**src/rtl/cu_pkg.sv**
```systemverilog
// ----------------------------------------------------------------------------
// cu_pkg
// Shared definitions for the multicycle control unit: FSM state type,
// instruction class / operation encodings, immediate-source and ALU-control
// constants, plus a helper that maps an ALU op onto the ALU control word.
// ----------------------------------------------------------------------------
package cu_pkg;

    // Controller sequencing states
    typedef enum logic [1:0] {
        ST_IDLE   = 2'b00,
        ST_EXEC   = 2'b01,
        ST_MEM    = 2'b10,
        ST_BRANCH = 2'b11
    } state_e;

    // Instruction class (tipo)
    localparam logic [1:0] TIPO_ALU = 2'b00;
    localparam logic [1:0] TIPO_MEM = 2'b01;
    localparam logic [1:0] TIPO_BR  = 2'b10;
    localparam logic [1:0] TIPO_NOP = 2'b11;

    // ALU operations
    localparam logic [1:0] OP_ADD = 2'b00;
    localparam logic [1:0] OP_SUB = 2'b01;
    localparam logic [1:0] OP_AND = 2'b10;
    localparam logic [1:0] OP_OR  = 2'b11;

    // Memory operation bit positions
    localparam int MEM_STORE_BIT = 0;
    localparam int MEM_ALLCH_BIT = 1;

    // Branch operations
    localparam logic [1:0] BR_B   = 2'b00;
    localparam logic [1:0] BR_BEQ = 2'b01;
    localparam logic [1:0] BR_BL  = 2'b10;
    localparam logic [1:0] BR_RET = 2'b11;

    // Immediate source selector
    localparam logic [1:0] IMM_NONE   = 2'b00;
    localparam logic [1:0] IMM_ALU    = 2'b01;
    localparam logic [1:0] IMM_BRANCH = 2'b10;

    // ALU control words
    localparam logic [2:0] ALU_ADD = 3'b000;
    localparam logic [2:0] ALU_SUB = 3'b001;
    localparam logic [2:0] ALU_AND = 3'b010;
    localparam logic [2:0] ALU_OR  = 3'b011;

    // The ALU control word is the two-bit op with a zero MSB
    function automatic logic [2:0] aluControlFor(input logic [1:0] op);
        return {1'b0, op};
    endfunction

endpackage

```
**src/rtl/cu_return_stack.sv**
```systemverilog
// ----------------------------------------------------------------------------
// cu_return_stack
// Return-address storage for BL/RET.
// Configuration macro: CU_RAS_EN
//   defined   : circular stack of RAS_DEPTH entries; a push when full
//               overwrites the oldest entry, a pop when empty returns 0.
//   undefined : single link register; push overwrites it, pop returns it,
//               the store never reports full or empty.
// Ports:
//   clk, rst_n    clock, asynchronous active-low reset
//   push_i        store push_data_i as the newest entry
//   push_data_i   return address to store (PC_W bits)
//   pop_i         discard the newest entry
//   top_o         newest entry (0 when empty)
//   full_o        all RAS_DEPTH entries in use
//   empty_o       no entries in use
// ----------------------------------------------------------------------------
module cu_return_stack #(
    parameter int PC_W      = 9,
    parameter int RAS_DEPTH = 4
) (
    input  logic            clk,
    input  logic            rst_n,
    input  logic            push_i,
    input  logic [PC_W-1:0] push_data_i,
    input  logic            pop_i,
    output logic [PC_W-1:0] top_o,
    output logic            full_o,
    output logic            empty_o
);

    // Depth must be a power of two so the write pointer wraps naturally
    if (RAS_DEPTH < 2 || (RAS_DEPTH & (RAS_DEPTH - 1)) != 0) begin : g_bad_depth
        $error("cu_return_stack: RAS_DEPTH must be a power of two >= 2");
    end

`ifdef CU_RAS_EN

    localparam int PTR_W = $clog2(RAS_DEPTH);
    localparam int CNT_W = PTR_W + 1;

    logic [PC_W-1:0]  entries_q [RAS_DEPTH];
    logic [PTR_W-1:0] ptr_q;
    logic [CNT_W-1:0] count_q;
    logic [PTR_W-1:0] topIdx;

    // ptr_q is the next slot to write; once full it also points at the
    // oldest entry, so an overflowing push overwrites exactly that one.
    assign topIdx  = ptr_q - PTR_W'(1);
    assign empty_o = (count_q == '0);
    assign full_o  = (count_q == CNT_W'(RAS_DEPTH));
    assign top_o   = empty_o ? '0 : entries_q[topIdx];

    always_ff @(posedge clk or negedge rst_n) begin
        if (!rst_n) begin
            ptr_q   <= '0;
            count_q <= '0;
            for (int i = 0; i < RAS_DEPTH; i++) begin
                entries_q[i] <= '0;
            end
        end else if (push_i) begin
            entries_q[ptr_q] <= push_data_i;
            ptr_q            <= ptr_q + PTR_W'(1);
            if (!full_o) begin
                count_q <= count_q + CNT_W'(1);
            end
        end else if (pop_i && !empty_o) begin
            ptr_q   <= topIdx;
            count_q <= count_q - CNT_W'(1);
        end
    end

`else

    logic [PC_W-1:0] link_q;

    assign top_o   = link_q;
    assign full_o  = 1'b0;
    assign empty_o = 1'b0;

    // A pop leaves the link register intact; push and pop never coincide
    always_ff @(posedge clk or negedge rst_n) begin
        if (!rst_n) begin
            link_q <= '0;
        end else if (push_i && !pop_i) begin
            link_q <= push_data_i;
        end
    end

`endif

endmodule

```
**src/rtl/multicycle_control_unit.sv**
```systemverilog
// ----------------------------------------------------------------------------
// multicycle_control_unit
// Multicycle controller: accepts a decoded instruction in IDLE, then spends
// one EXEC cycle (ALU/NOP), one BRANCH cycle, or one or more MEM cycles
// (handshaked with mem_ack, optionally stepping through every colour
// channel) before returning to IDLE. BL/RET use a return-address store.
// Configuration macro: CU_RAS_EN (see cu_return_stack); when undefined a
// single link register is used and ras_overflow/ras_underflow stay 0.
// Ports:
//   clk, rst_n          clock, asynchronous active-low reset
//   instr_valid/ready   instruction handshake (ready only in IDLE)
//   tipo, op, inm       instruction class, operation, immediate select
//   zero_flag           ALU zero flag for BEQ
//   pc_plus1            link address pushed by BL
//   mem_req/mem_ack     memory request and single-cycle completion
//   reg_write, alu_src, mem_write, result_src, pc_src, imm_src,
//   alu_control         datapath control
//   chan_sel            colour channel of the current memory access
//   pc_return(_valid)   return address produced by RET
//   ras_overflow/underflow  sticky return-stack error flags
// ----------------------------------------------------------------------------
module multicycle_control_unit
    import cu_pkg::*;
#(
    parameter  int PC_W      = 9,
    parameter  int NUM_CH    = 3,
    parameter  int RAS_DEPTH = 4,
    localparam int CH_W      = (NUM_CH > 1) ? $clog2(NUM_CH) : 1
) (
    input  logic            clk,
    input  logic            rst_n,
    input  logic            instr_valid,
    output logic            instr_ready,
    input  logic [1:0]      tipo,
    input  logic [1:0]      op,
    input  logic            inm,
    input  logic            zero_flag,
    input  logic [PC_W-1:0] pc_plus1,
    output logic            mem_req,
    input  logic            mem_ack,
    output logic            reg_write,
    output logic            alu_src,
    output logic            mem_write,
    output logic            result_src,
    output logic            pc_src,
    output logic [1:0]      imm_src,
    output logic [2:0]      alu_control,
    output logic [CH_W-1:0] chan_sel,
    output logic [PC_W-1:0] pc_return,
    output logic            pc_return_valid,
    output logic            ras_overflow,
    output logic            ras_underflow
);

    localparam logic [CH_W-1:0] LAST_CH = CH_W'(NUM_CH - 1);

    state_e          state_q, state_d;
    logic [1:0]      tipo_q, op_q;
    logic            inm_q;
    logic [CH_W-1:0] chan_q, chan_d;
    logic            ovf_q, unf_q;

    logic            accept;
    logic            rasPush, rasPop;
    logic [PC_W-1:0] rasTop;
    logic            rasFull, rasEmpty;

    assign accept = (state_q == ST_IDLE) && instr_valid;

    cu_return_stack #(
        .PC_W      (PC_W),
        .RAS_DEPTH (RAS_DEPTH)
    ) u_ras (
        .clk         (clk),
        .rst_n       (rst_n),
        .push_i      (rasPush),
        .push_data_i (pc_plus1),
        .pop_i       (rasPop),
        .top_o       (rasTop),
        .full_o      (rasFull),
        .empty_o     (rasEmpty)
    );

    // State, latched instruction fields, channel counter and sticky flags.
    // In link-register mode full/empty are constant 0, so the flags never set.
    always_ff @(posedge clk or negedge rst_n) begin
        if (!rst_n) begin
            state_q <= ST_IDLE;
            tipo_q  <= '0;
            op_q    <= '0;
            inm_q   <= 1'b0;
            chan_q  <= '0;
            ovf_q   <= 1'b0;
            unf_q   <= 1'b0;
        end else begin
            state_q <= state_d;
            chan_q  <= chan_d;
            if (accept) begin
                tipo_q <= tipo;
                op_q   <= op;
                inm_q  <= inm;
            end
            if (rasPush && rasFull) begin
                ovf_q <= 1'b1;
            end
            if (rasPop && rasEmpty) begin
                unf_q <= 1'b1;
            end
        end
    end

    assign ras_overflow  = ovf_q;
    assign ras_underflow = unf_q;

    // Next state and control outputs; everything idles at 0 so controls
    // only appear during their own active cycle.
    always_comb begin
        state_d         = state_q;
        chan_d          = chan_q;
        instr_ready     = 1'b0;
        mem_req         = 1'b0;
        reg_write       = 1'b0;
        alu_src         = 1'b0;
        mem_write       = 1'b0;
        result_src      = 1'b0;
        pc_src          = 1'b0;
        imm_src         = IMM_NONE;
        alu_control     = ALU_ADD;
        chan_sel        = '0;
        pc_return       = '0;
        pc_return_valid = 1'b0;
        rasPush         = 1'b0;
        rasPop          = 1'b0;

        unique case (state_q)
            ST_IDLE: begin
                instr_ready = 1'b1;
                chan_d      = '0;
                if (instr_valid) begin
                    unique case (tipo)
                        TIPO_MEM: state_d = ST_MEM;
                        TIPO_BR:  state_d = ST_BRANCH;
                        default:  state_d = ST_EXEC;
                    endcase
                end
            end

            ST_EXEC: begin
                if (tipo_q == TIPO_ALU) begin
                    reg_write   = 1'b1;
                    alu_src     = inm_q;
                    imm_src     = inm_q ? IMM_ALU : IMM_NONE;
                    alu_control = aluControlFor(op_q);
                end
                state_d = ST_IDLE;
            end

            ST_MEM: begin
                mem_req   = 1'b1;
                mem_write = op_q[MEM_STORE_BIT];
                chan_sel  = chan_q;
                if (mem_ack) begin
                    if (!op_q[MEM_STORE_BIT]) begin
                        reg_write  = 1'b1;
                        result_src = 1'b1;
                    end
                    // Single-channel accesses never leave channel 0
                    if (op_q[MEM_ALLCH_BIT] && chan_q != LAST_CH) begin
                        chan_d = chan_q + CH_W'(1);
                    end else begin
                        chan_d  = '0;
                        state_d = ST_IDLE;
                    end
                end
            end

            ST_BRANCH: begin
                unique case (op_q)
                    BR_B: begin
                        pc_src  = 1'b1;
                        imm_src = IMM_BRANCH;
                    end
                    BR_BEQ: begin
                        pc_src  = zero_flag;
                        imm_src = IMM_BRANCH;
                    end
                    BR_BL: begin
                        pc_src  = 1'b1;
                        imm_src = IMM_BRANCH;
                        rasPush = 1'b1;
                    end
                    default: begin
                        pc_src          = 1'b1;
                        rasPop          = 1'b1;
                        pc_return       = rasTop;
                        pc_return_valid = 1'b1;
                    end
                endcase
                state_d = ST_IDLE;
            end

            default: state_d = ST_IDLE;
        endcase
    end

endmodule

```
**config.mk**
```make
export PLATFORM = sky130hd
export DESIGN_NAME = multicycle_control_unit
export DESIGN_NICKNAME = d
export VERILOG_FILES = /design/src/rtl/cu_pkg.sv /design/src/rtl/cu_return_stack.sv /design/src/rtl/multicycle_control_unit.sv
export SDC_FILE = /design/constraint.sdc
export NUM_CORES = 1
export LEC_CHECK = 0
export CAP_MARGIN = 20
export CELL_PAD_IN_SITES_DETAIL_PLACEMENT = 1
export CELL_PAD_IN_SITES_GLOBAL_PLACEMENT = 2
export CORE_ASPECT_RATIO = 1.5
export CORE_MARGIN = 1.5
export CORE_UTILIZATION = 29
export CTS_CLUSTER_DIAMETER = 100
export DETAILED_ROUTE_END_ITERATION = 8
export PLACE_DENSITY = 0.85
export SYNTH_ARGS = -nofsm -noshare
export SYNTH_HDL_FRONTEND = slang
export SYNTH_HIERARCHICAL = 1
export SYNTH_SLANG_ARGS = --single-unit
```
**constraint.sdc**
```tcl
create_clock -name clk -period 3.9 [get_ports clk]
set_input_delay 0.78 -clock clk [delete_from_list [all_inputs] [get_ports clk]]
set_output_delay 0.78 -clock clk [all_outputs]
set_load 0.005 [all_outputs]
```
==> flow_metrics.tcl <==
set metrics [dict create \
    status "complete, no violations" \
    power.share.sequential_pct 39.5 \
    drc 0 \
    ir_drop_mv 0.280 \
    yosys_warnings 6 \
    cts_buffer_depth 2 \
    cts_buffers 3 \
    syn_area_sq_mm 0.00118 \
    grt_pass1_vias 873 \
    power_density_mw_per_mm2 565 \
    clockRootBuffer "clkbuf_8" \
    cp.arrival_ns 2.17 \
    htree_levels 1 \
    synth-compound-area-share_pct 6.24 \
    fmax_ghz 0.339 \
    design_power_total_mw 0.946 \
    dr.pass1.iters 4 \
    grt_usage_pct 13.4 \
    crit_chain "clkdlybuf4s50_1 -> and3_1 -> o21a_1 -> clkdlybuf4s50_1" \
    end_kind "primary output" \
    nets 168 \
    setup_viol 0 \
    vias 848 \
    antenna_found_initial 0 \
    overflow 0 \
    synth_xor_area_share_pct 0 \
    coreArea_sq_mm 0.00392 \
    wl_per_cell_microns 14.7 \
    netlist_top_cells_area "dfrtp_1, mux2_4, ha_1" \
    synthMuxAreaShare_pct 18.6 \
    synthSimpleGateAreaFrac_pct 16.9 \
    post_cts_buffers 0 \
    drt-initial-drc-count 4 \
    cp_max_fo 4 \
    cp-start-kind "input port" \
    cts_resized 0 \
    synth_top_family_by_area "multiplexers" \
    tightest_slew_ns 0.913 \
    final_hold_viol_count 0 \
    crit_buf_inv 2 \
    power.internal_mw 0.653 \
    ys_seq_elements 20 \
    cpPeakStageDelay_ns 0.55 \
    mostFrequentLayoutCells "clkdlybuf4s50_1, dfrtp_1, and2_2, mux2_4, ha_1" \
    portBuffers 43 \
    rows 28 \
    p_switching_mw 0.293 \
    cts_tree "yes" \
    finalClockSkew_ns 0.00148 \
    layout_commonest_cell "clkdlybuf4s50_1" \
    post-route-min-period_ns 2.95 \
    synth-adder-area-share_pct 8.47 \
    cp.required_ns 3.12 \
    die_area_sq_mm 0.00448 \
    crit_top_cell "clkdlybuf4s50_1" \
    via_per_inst 4.58 \
    dp_hpwl_microns 2090 \
    area_growth_pct 41.6 \
    n_antenna_cell 0 \
    synth_top_cell_by_area "dfrtp_1" \
    cts_sinks 20 \
    pin_count 45 \
    path_class "input port to primary output" \
    min_period_over_period_pct 75.7 \
    drive_gt1_share_pct 23.6 \
    ant_nets 0 \
    drt-total-wl_microns 2720 \
    power.leakage_nw 0.753 \
    path_delay_family "buffers and inverters" \
    syn_inst 97 \
    clk_latency_ns 0.25 \
    grt_max_degree 21 \
    fill_cells 449 \
    die_x_microns 55.1 \
    clk_pin_slew_ns 0.07 \
    grt_pass1_wl_microns 4350 \
    slew_viol_final 0 \
    ys_types 29 \
    finalSetupTns_ns 0 \
    avgSynthCellArea_sq_um 12.2 \
    rsz0062_at_grt "false" \
    cts_hold_buf 0 \
    p_clk_share_pct 16.4 \
    netlist.area_leader.share_pct 42.3 \
    start_util_pct 30.1 \
    maxCapViolations 0 \
    p_comb_share_pct 44.2 \
    hold_class "register to register" \
    sw_frac_of_total_pct 31.0 \
    synth-seq-area-share_pct 42.3 \
    max_slew_margin_pct 39.0 \
    die_h_microns 81.2 \
    gp_congestion 0.742 \
    slowest_stage "clkdlybuf4s50_1" \
]
[worst reg2reg max path, delay by kind of cell, from the launching register on]
kind          cells  cell delay (ns)
fa+ha+maj         1             0.25
flops             1             0.42
mux               1             0.34
simple gates      2             0.70
[flip-flops by register name, summed over array words and instances, names as in the netlist]
register and flops:
chan_q 2, inm_q 1, state_q 2, u_ras/top_o 9, ras_underflow 1, tipo_q 2
op_q 2, ras_overflow 1
[synthesized netlist by cell type (all sizes together)]
cell / instances
nor3: 1
buf: 5
o221ai: 1
inv: 7
nor3b: 2
a21o: 3
dfrtp: 20
ha: 8
and2: 16
o31a: 1
a21boi: 1
conb: 2
and3: 3
nor2b: 1
nand2b: 2
mux2i: 4
o21a: 1
nand3b: 1
o21ai: 2
mux2: 13
nand2: 2
nand3: 1
[per-stage QoR]
step	instances	util [%]	instance area, sq um	hold WS [ns]	worst slack (ns)
after floorplan	98	-	1190	0.451	1.98
after global placement	181	41.3	1620	0.445	0.968
after detailed placement	181	41.3	1620	0.462	0.947
after CTS	185	42.7	1670	0.479	0.923
after global routing	185	42.7	1670	0.497	0.788
final	185	42.7	1670	0.468	0.950
[routing by layer]
metal	vias up	share of wire, %	wire length (microns)	track usage, %
met2	25	52	1410	21.0
met5	-	0	0	0
met3	4	4.1	111	1.65
met1	419	42	1160	18.6
li1	400	-	-	-
met4	0	1.5	40	5.12
[worst paths after layout]
check | start | end | slack (ns) | cells past startpoint
worst min register to register | ras_underflow | ras_underflow | 0.47 | 1
worst max-delay path | mem_ack | reg_write | 0.95 | 4
worst max register to register | state_q[1] | u_ras/top_o[2] | 2.08 | 4
max in group asynchronous | rst_n | u_ras/top_o[4] | 2.31 | 1
min in group asynchronous | rst_n | tipo_q[0] | 1.04 | 1
worst min-delay path | ras_underflow | ras_underflow | 0.47 | 1
[power groups by stage]
stage               Clock (mW)  Sequential [mW]  Combinational, mW
global route             0.171            0.390              0.462
CTS                      0.161            0.375              0.428
floorplan                    0            0.355              0.265
finish                   0.155            0.373              0.418
detailed placement           0            0.377              0.424
global placement             0            0.371              0.407
[final cells by class]
| type | instances | area (sq um) | area share [%] |
|---|---|---|---|
| Multi-Input combinational cell | 66 | 606 | 36.2 |
| Sequential cell | 20 | 500 | 29.9 |
| Timing Repair Buffer | 43 | 430 | 25.7 |
| Tap cell | 45 | 56.3 | 3.36 |
| Clock buffer | 4 | 55.1 | 3.29 |
| Inverter | 7 | 26.3 | 1.57 |
[kinds of logic (layout without fill, tap and decap cells)]
group	count (synthesis)	in the layout
other	2	3
buffers and inverters	12	54
AND/OR/NAND/NOR	29	29
AO/OA/AOI/OAI	9	9
multiplexers	17	17
adder cells (fa/ha/maj)	8	8
flip-flops	20	20
Note: power is estimated with default switching activity, not from simulation.
==> RTL change 1, RTL diff (config.mk and constraints unchanged) <==
`PC_W` is set to 9 in 2 places; all go to 18.
--- a/src/rtl/cu_return_stack.sv
+++ b/src/rtl/cu_return_stack.sv
@@ -17,5 +17,5 @@
 // ----------------------------------------------------------------------------
 module cu_return_stack #(
-    parameter int PC_W      = 9,
+    parameter int PC_W      = 18,
     parameter int RAS_DEPTH = 4
 ) (
--- a/src/rtl/multicycle_control_unit.sv
+++ b/src/rtl/multicycle_control_unit.sv
@@ -23,5 +23,5 @@
     import cu_pkg::*;
 #(
-    parameter  int PC_W      = 9,
+    parameter  int PC_W      = 18,
     parameter  int NUM_CH    = 3,
     parameter  int RAS_DEPTH = 4,
Ports: changed (resized pc_plus1 and pc_return); port bits go from 45 to 63. The function was not compared with the original's and may differ.
==> RTL change 1 against the original RTL <==
- via count grew 33%
- cell area grew 38%
- worst setup slack lost 0.032 ns
- total power grew 35%
- sequential cell count grew 9
- synthesized area grew 35%
- wire length grew 40%
- die area grew 33%
- sequential power grew 43%
==> RTL change 1: results (changes against the original RTL) <==
| Metric | Value |
|---|---|
| CTS max path bufs | 2 (unchanged) |
| CTS Root Cell | clkbuf_8 |
| Post-synth ARST share | 1.00 (unchanged) |
| Flop-to-flop setup slack | 1.89 ns (-0.19 ns) |
| DR WL/cell | 14.8 um (+0.56%) |
| Worst hold path type | register to register |
| First-pass GRT wire length | 6080 um (+40%) |
| Status | finished clean |
| CTS Buf Count | 5 (+2) |
| Crit path max-delay cell type | nor3b_1 |
| WP data arrival | 2.20 ns (+0.03 ns) |
| First DRT Iteration DRCs | 24 (+20) |
| Syn. warnings | 6 (unchanged) |
| Tot GR Track Use | 0.134 (-0.000289) |
| H-tree levels | 2 (+1) |
| Primary FF master, synth | dfrtp_1 |
| Avg Inst Size Synth | 12.7 um^2 (+3.8%) |
| Initial antenna violation count | 0 (unchanged) |
| Post-CTS Repair Setup Buffers | 0 (unchanged) |
| Port bufs | 61 (+42%) |
| Worst-path fanout max | 5 (+1) |
| DP Cell Count | 250 (+38%) |
| Synth cell count leaders | dfrtp_1 (29), and2_1 (15), mux2_2 (12), and2_2 (10), mux2_4 (10) |
| Worst setup margin | 0.917 ns (-0.0321 ns) |
| Number of flip-flops under the largest register name | 18 (+9) |
| Sequential area share after synthesis | 0.455 (+0.0320) |
| RD Place Congestion | 0.696 (-6.2%) |
| Netlist cell types | 29 (unchanged) |
| Largest net degree at the start of global routing | 30 (+43%) |
| Clk slew on worst S/H paths | 0.06 ns |
| Antenna Diode Count | 0 (unchanged) |
| Final std cells w/o fill | 257 (+39%) |
| NumNets Final | 225 (+34%) |
| Via-to-Cell Ratio | 4.38 (-4.5%) |
| Skew-Pair Late Insertion Delay | 0.27 ns (+0.02 ns) |
| DP Wirelength | 2960 um (+41%) |
| Slew at the pin closest to its max-slew limit | 0.658 ns (-0.254 ns) |
| Static Leak | 1.02 nW (+35%) |
| Final Skew | 0.00446 ns (+0.00298 ns) |
| VDD IR max | 0.000223 V (-20%) |
| Synth area leaders | dfrtp_1 (46%), mux2_4 (9.4%), mux2_2 (8.5%) |
| Crit-path max cell delay | 0.50 ns (-0.05 ns) |
| Filler Cell Count | 578 (+29%) |
| Worst setup slack after placement | 0.963 ns (+0.0162 ns) |
| Number of global-route vias before repair | 1288 (+48%) |
| First-pass DRT Iterations | 3 (-1) |
| Share of layout cells above drive strength 1 | 0.233 (-0.00291) |
| Cts repair resizes | 0 (unchanged) |
RTL change 1: cell count changes in the layout (fill, tap and decap cells not counted), sizes merged:
cell	change
and2	+9
clkbuf	+3
dfrtp	+9
buf	+1
mux2	+9
clkdlybuf4s50	+18
RTL change 1: critical path: cells and delay by family (launching register included):
kind          cells  cell delay, ns
buf+inv           2            0.63
flops             1            0.41
simple gates      2            0.74
fa+ha+maj         1            0.16
RTL change 1: area by class of cell:
class | count | area (um^2) | share of cell area
Clock buffer | 7 | 86.3 | 0.0374
Inverter | 7 | 26.3 | 0.0114
Multi-Input combinational cell | 84 | 769 | 0.333
Sequential cell | 29 | 726 | 0.314
Tap cell | 68 | 85.1 | 0.0368
Timing Repair Buffer | 62 | 618 | 0.267
RTL change 1: layer usage:
metal	global-route usage	share of wire	vias to the layer above
li1	-	-	535
met1	0.142	0.39	546
met2	0.244	0.55	42
met3	0.0456	0.059	2
met4	0.0489	0.0050	0
met5	0	0	-
RTL change 1: path summary, 6_finish.rpt:
kind | depth (start not counted) | startpoint | endpoint
max | 5 | state_q[1] | alu_control[1]
min | 1 | ras_overflow | ras_overflow
max reg2reg | 4 | state_q[1] | u_ras/top_o[3]
min reg2reg | 1 | ras_overflow | ras_overflow
max in group asynchronous | 2 | rst_n | u_ras/top_o[15]
min in group asynchronous | 2 | rst_n | inm_q
RTL change 1: per-stage QoR:
step	hold WS, ns	util	area (um^2)
after floorplan	0.451	-	1600
after global placement	0.449	0.427	2220
after detailed placement	0.452	0.427	2220
after CTS	0.465	0.444	2310
after global routing	0.483	0.444	2310
final	0.456	0.444	2310
RTL change 1: logic make-up after synthesis:
logic type,Yosys count,synth area share
compound gates,9,0.0455
fa+ha+maj,8,0.0628
buf+inv,14,0.0644
flops,29,0.455
mux,26,0.204
other cells,2,0.00471
simple gates,38,0.163
RTL change 1: report_power, final:
group / total (mW) / internal, mW / switching, mW
clock: 0.243 / 0.140 / 0.104
sequential: 0.534 / 0.444 / 0.0898
combinational: 0.504 / 0.317 / 0.187
==> RTL change 2, RTL diff (config.mk and constraints unchanged) <==
Without the edit above. The 4 states of `state_e` get a one-hot encoding in 4 bits.
--- a/src/rtl/cu_pkg.sv
+++ b/src/rtl/cu_pkg.sv
@@ -8,9 +8,9 @@
 
     // Controller sequencing states
-    typedef enum logic [1:0] {
-        ST_IDLE   = 2'b00,
-        ST_EXEC   = 2'b01,
-        ST_MEM    = 2'b10,
-        ST_BRANCH = 2'b11
+    typedef enum logic [3:0] {
+        ST_IDLE   = 4'b0001,
+        ST_EXEC   = 4'b0010,
+        ST_MEM    = 4'b0100,
+        ST_BRANCH = 4'b1000
     } state_e;
 
Formal check against the unedited RTL: same outputs for any inputs over 10 cycles, from zero or initial values and one cycle with rst_n low; not proved beyond that.
==> RTL change 2 against the original RTL <==
- synthesized area grew 2.4%
- sequential cell count grew 2
- global-route usage shrank 0.66 points
- sequential share of layout area grew 1.9 points
- via count grew 1.2%
- highest routed layer unchanged
- worst setup slack lost 0.093 ns
- cell area grew 3.5%
- wire length shrank 1.2%
- worst hold slack gained 0.0038 ns
- first-iteration DRC count shrank 25%
Power is not compared: it rests on default switching activity, and its combinational part moved more than twofold at a synthesized area within 25%.
==> RTL change 2: results (changes against the original RTL) <==
| Metric | Value |
|---|---|
| Status | finished clean |
| First DRT Iteration DRCs | 3 (-1) |
| CTS Root Cell | clkbuf_8 |
| Synth cell count leaders | dfrtp_1 (21), and2_1 (17), mux2_4 (9), mux2_1 (7), nor2_1 (6) |
| Pwr dens | a little under 400 nW/um^2 |
| Crit-path max cell delay | 0.60 ns (+0.05 ns) |
| Sequential area share after synthesis | 0.456 (+0.0323) |
| WL met2 | 1420 um (+0.71%) |
| Post-synth ARST share | 1.00 (unchanged) |
| Sequential power share | 0.481 |
| Post-CTS Repair Setup Buffers | 0 (unchanged) |
| DP Wirelength | 2050 um (-2.3%) |
| Syn. warnings | 6 (unchanged) |
| Routed met3 length | 162 um (+46%) |
| Number of global-route vias before repair | 943 (+8.0%) |
| Crit path max-delay family | simple AND/OR/NAND/NOR gates |
| RD Place Congestion | 0.622 (-16%) |
| Crit path max-delay cell type | or4b_4 |
| GRT overflow | 0 (unchanged) |
| Worst-path fanout max | 12 (+8) |
| Skew-Pair Late Insertion Delay | between 0.2 and 0.3 ns |
| H-tree levels | 1 (unchanged) |
| Port bufs | 43 (unchanged) |
| Via-to-Cell Ratio | 4.66 (+1.7%) |
| First-pass GRT wire length | 4550 um (+4.8%) |
| GRT met3 Usage | 0.0265 (+0.00994) |
| Number of flip-flops under the largest register name | 9 (unchanged) |
| Highest Signal Layer | met4 |
| CTS Buf Count | 3 (unchanged) |
| Tot GR Track Use | 0.128 (-0.00664) |
| Final Skew | 0.00617 ns (+0.00469 ns) |
| DR WL/cell | 14.6 um (-0.68%) |
| Xor/xnor share of the synthesized area | 0 (unchanged) |
| Met2 usage | 0.229 (+0.0190) |
| Post-DP Area | 1640 um^2 (+1.1%) |
| NumNets Final | 162 (-3.6%) |
| Initial antenna violation count | 0 (unchanged) |
| Slew at the pin closest to its max-slew limit | 0.518 ns (-0.395 ns) |
| Post-Synth Adder-Cell Area | 0.0310 (-0.0537) |
| Synth area leaders | dfrtp_1 (43%), mux2_4 (11%), and2_1 (8.8%) |
| Static Leak | just under 0.8 nW |
| Netlist cell types | 31 (+6.9%) |
| M1 wire length | 1080 um (-6.9%) |
| WP data arrival | 2.26 ns (+0.09 ns) |
| Proportion of synthesized area in mux cells | 0.177 (-0.00959) |
| Worst hold path type | register to register |
| Met1 GRT Util | 0.149 (-0.0375) |
| Compound-gate portion of the synthesized area | 0.0351 (-0.0273) |
| Share of layout cells above drive strength 1 | 0.165 (-0.0702) |
| CTS max path bufs | 2 (unchanged) |
| Avg Inst Size Synth | 12.5 um^2 (+2.4%) |
| First-pass DRT Iterations | 4 (unchanged) |
| Comb pwr share | 0.216 |
| Worst setup slack after placement | 1.05 ns (+0.107 ns) |
| Final std cells w/o fill | 184 (-0.54%) |
| Largest net degree at the start of global routing | 23 (+9.5%) |
## RTL change 2: changes by cell type in the layout (fill, tap and decap cells not counted), moves of 4 or more
cell     before  now
mux2_2        4    0
and2_1        6   17
mux2_1        0    7
inv_1         7    3
ha_1          8    3
mux2i_1       4    0
and2_2       10    0
nor2_1        0    6
## RTL change 2: final cells by class
type	count	area (um^2)
Fill cell	430	2230
Multi-Input combinational cell	66	587
Sequential cell	22	552
Timing Repair Buffer	44	455
Tap cell	45	56.3
Clock buffer	3	41.3
Clock inverter	1	30.0
Inverter	3	11.3
## RTL change 2: worst paths after layout
path | from | slack, ns | end | cells past startpoint
max in group asynchronous | rst_n | 2.76 | state_q[0] | 2
min in group asynchronous | rst_n | 0.70 | inm_q | 1
worst max-delay path | state_q[1] | 0.86 | pc_return[6] | 4
worst min register to register | ras_underflow | 0.47 | ras_underflow | 1
worst min-delay path | ras_underflow | 0.47 | ras_underflow | 1
worst max register to register | state_q[1] | 1.78 | u_ras/top_o[5] | 4
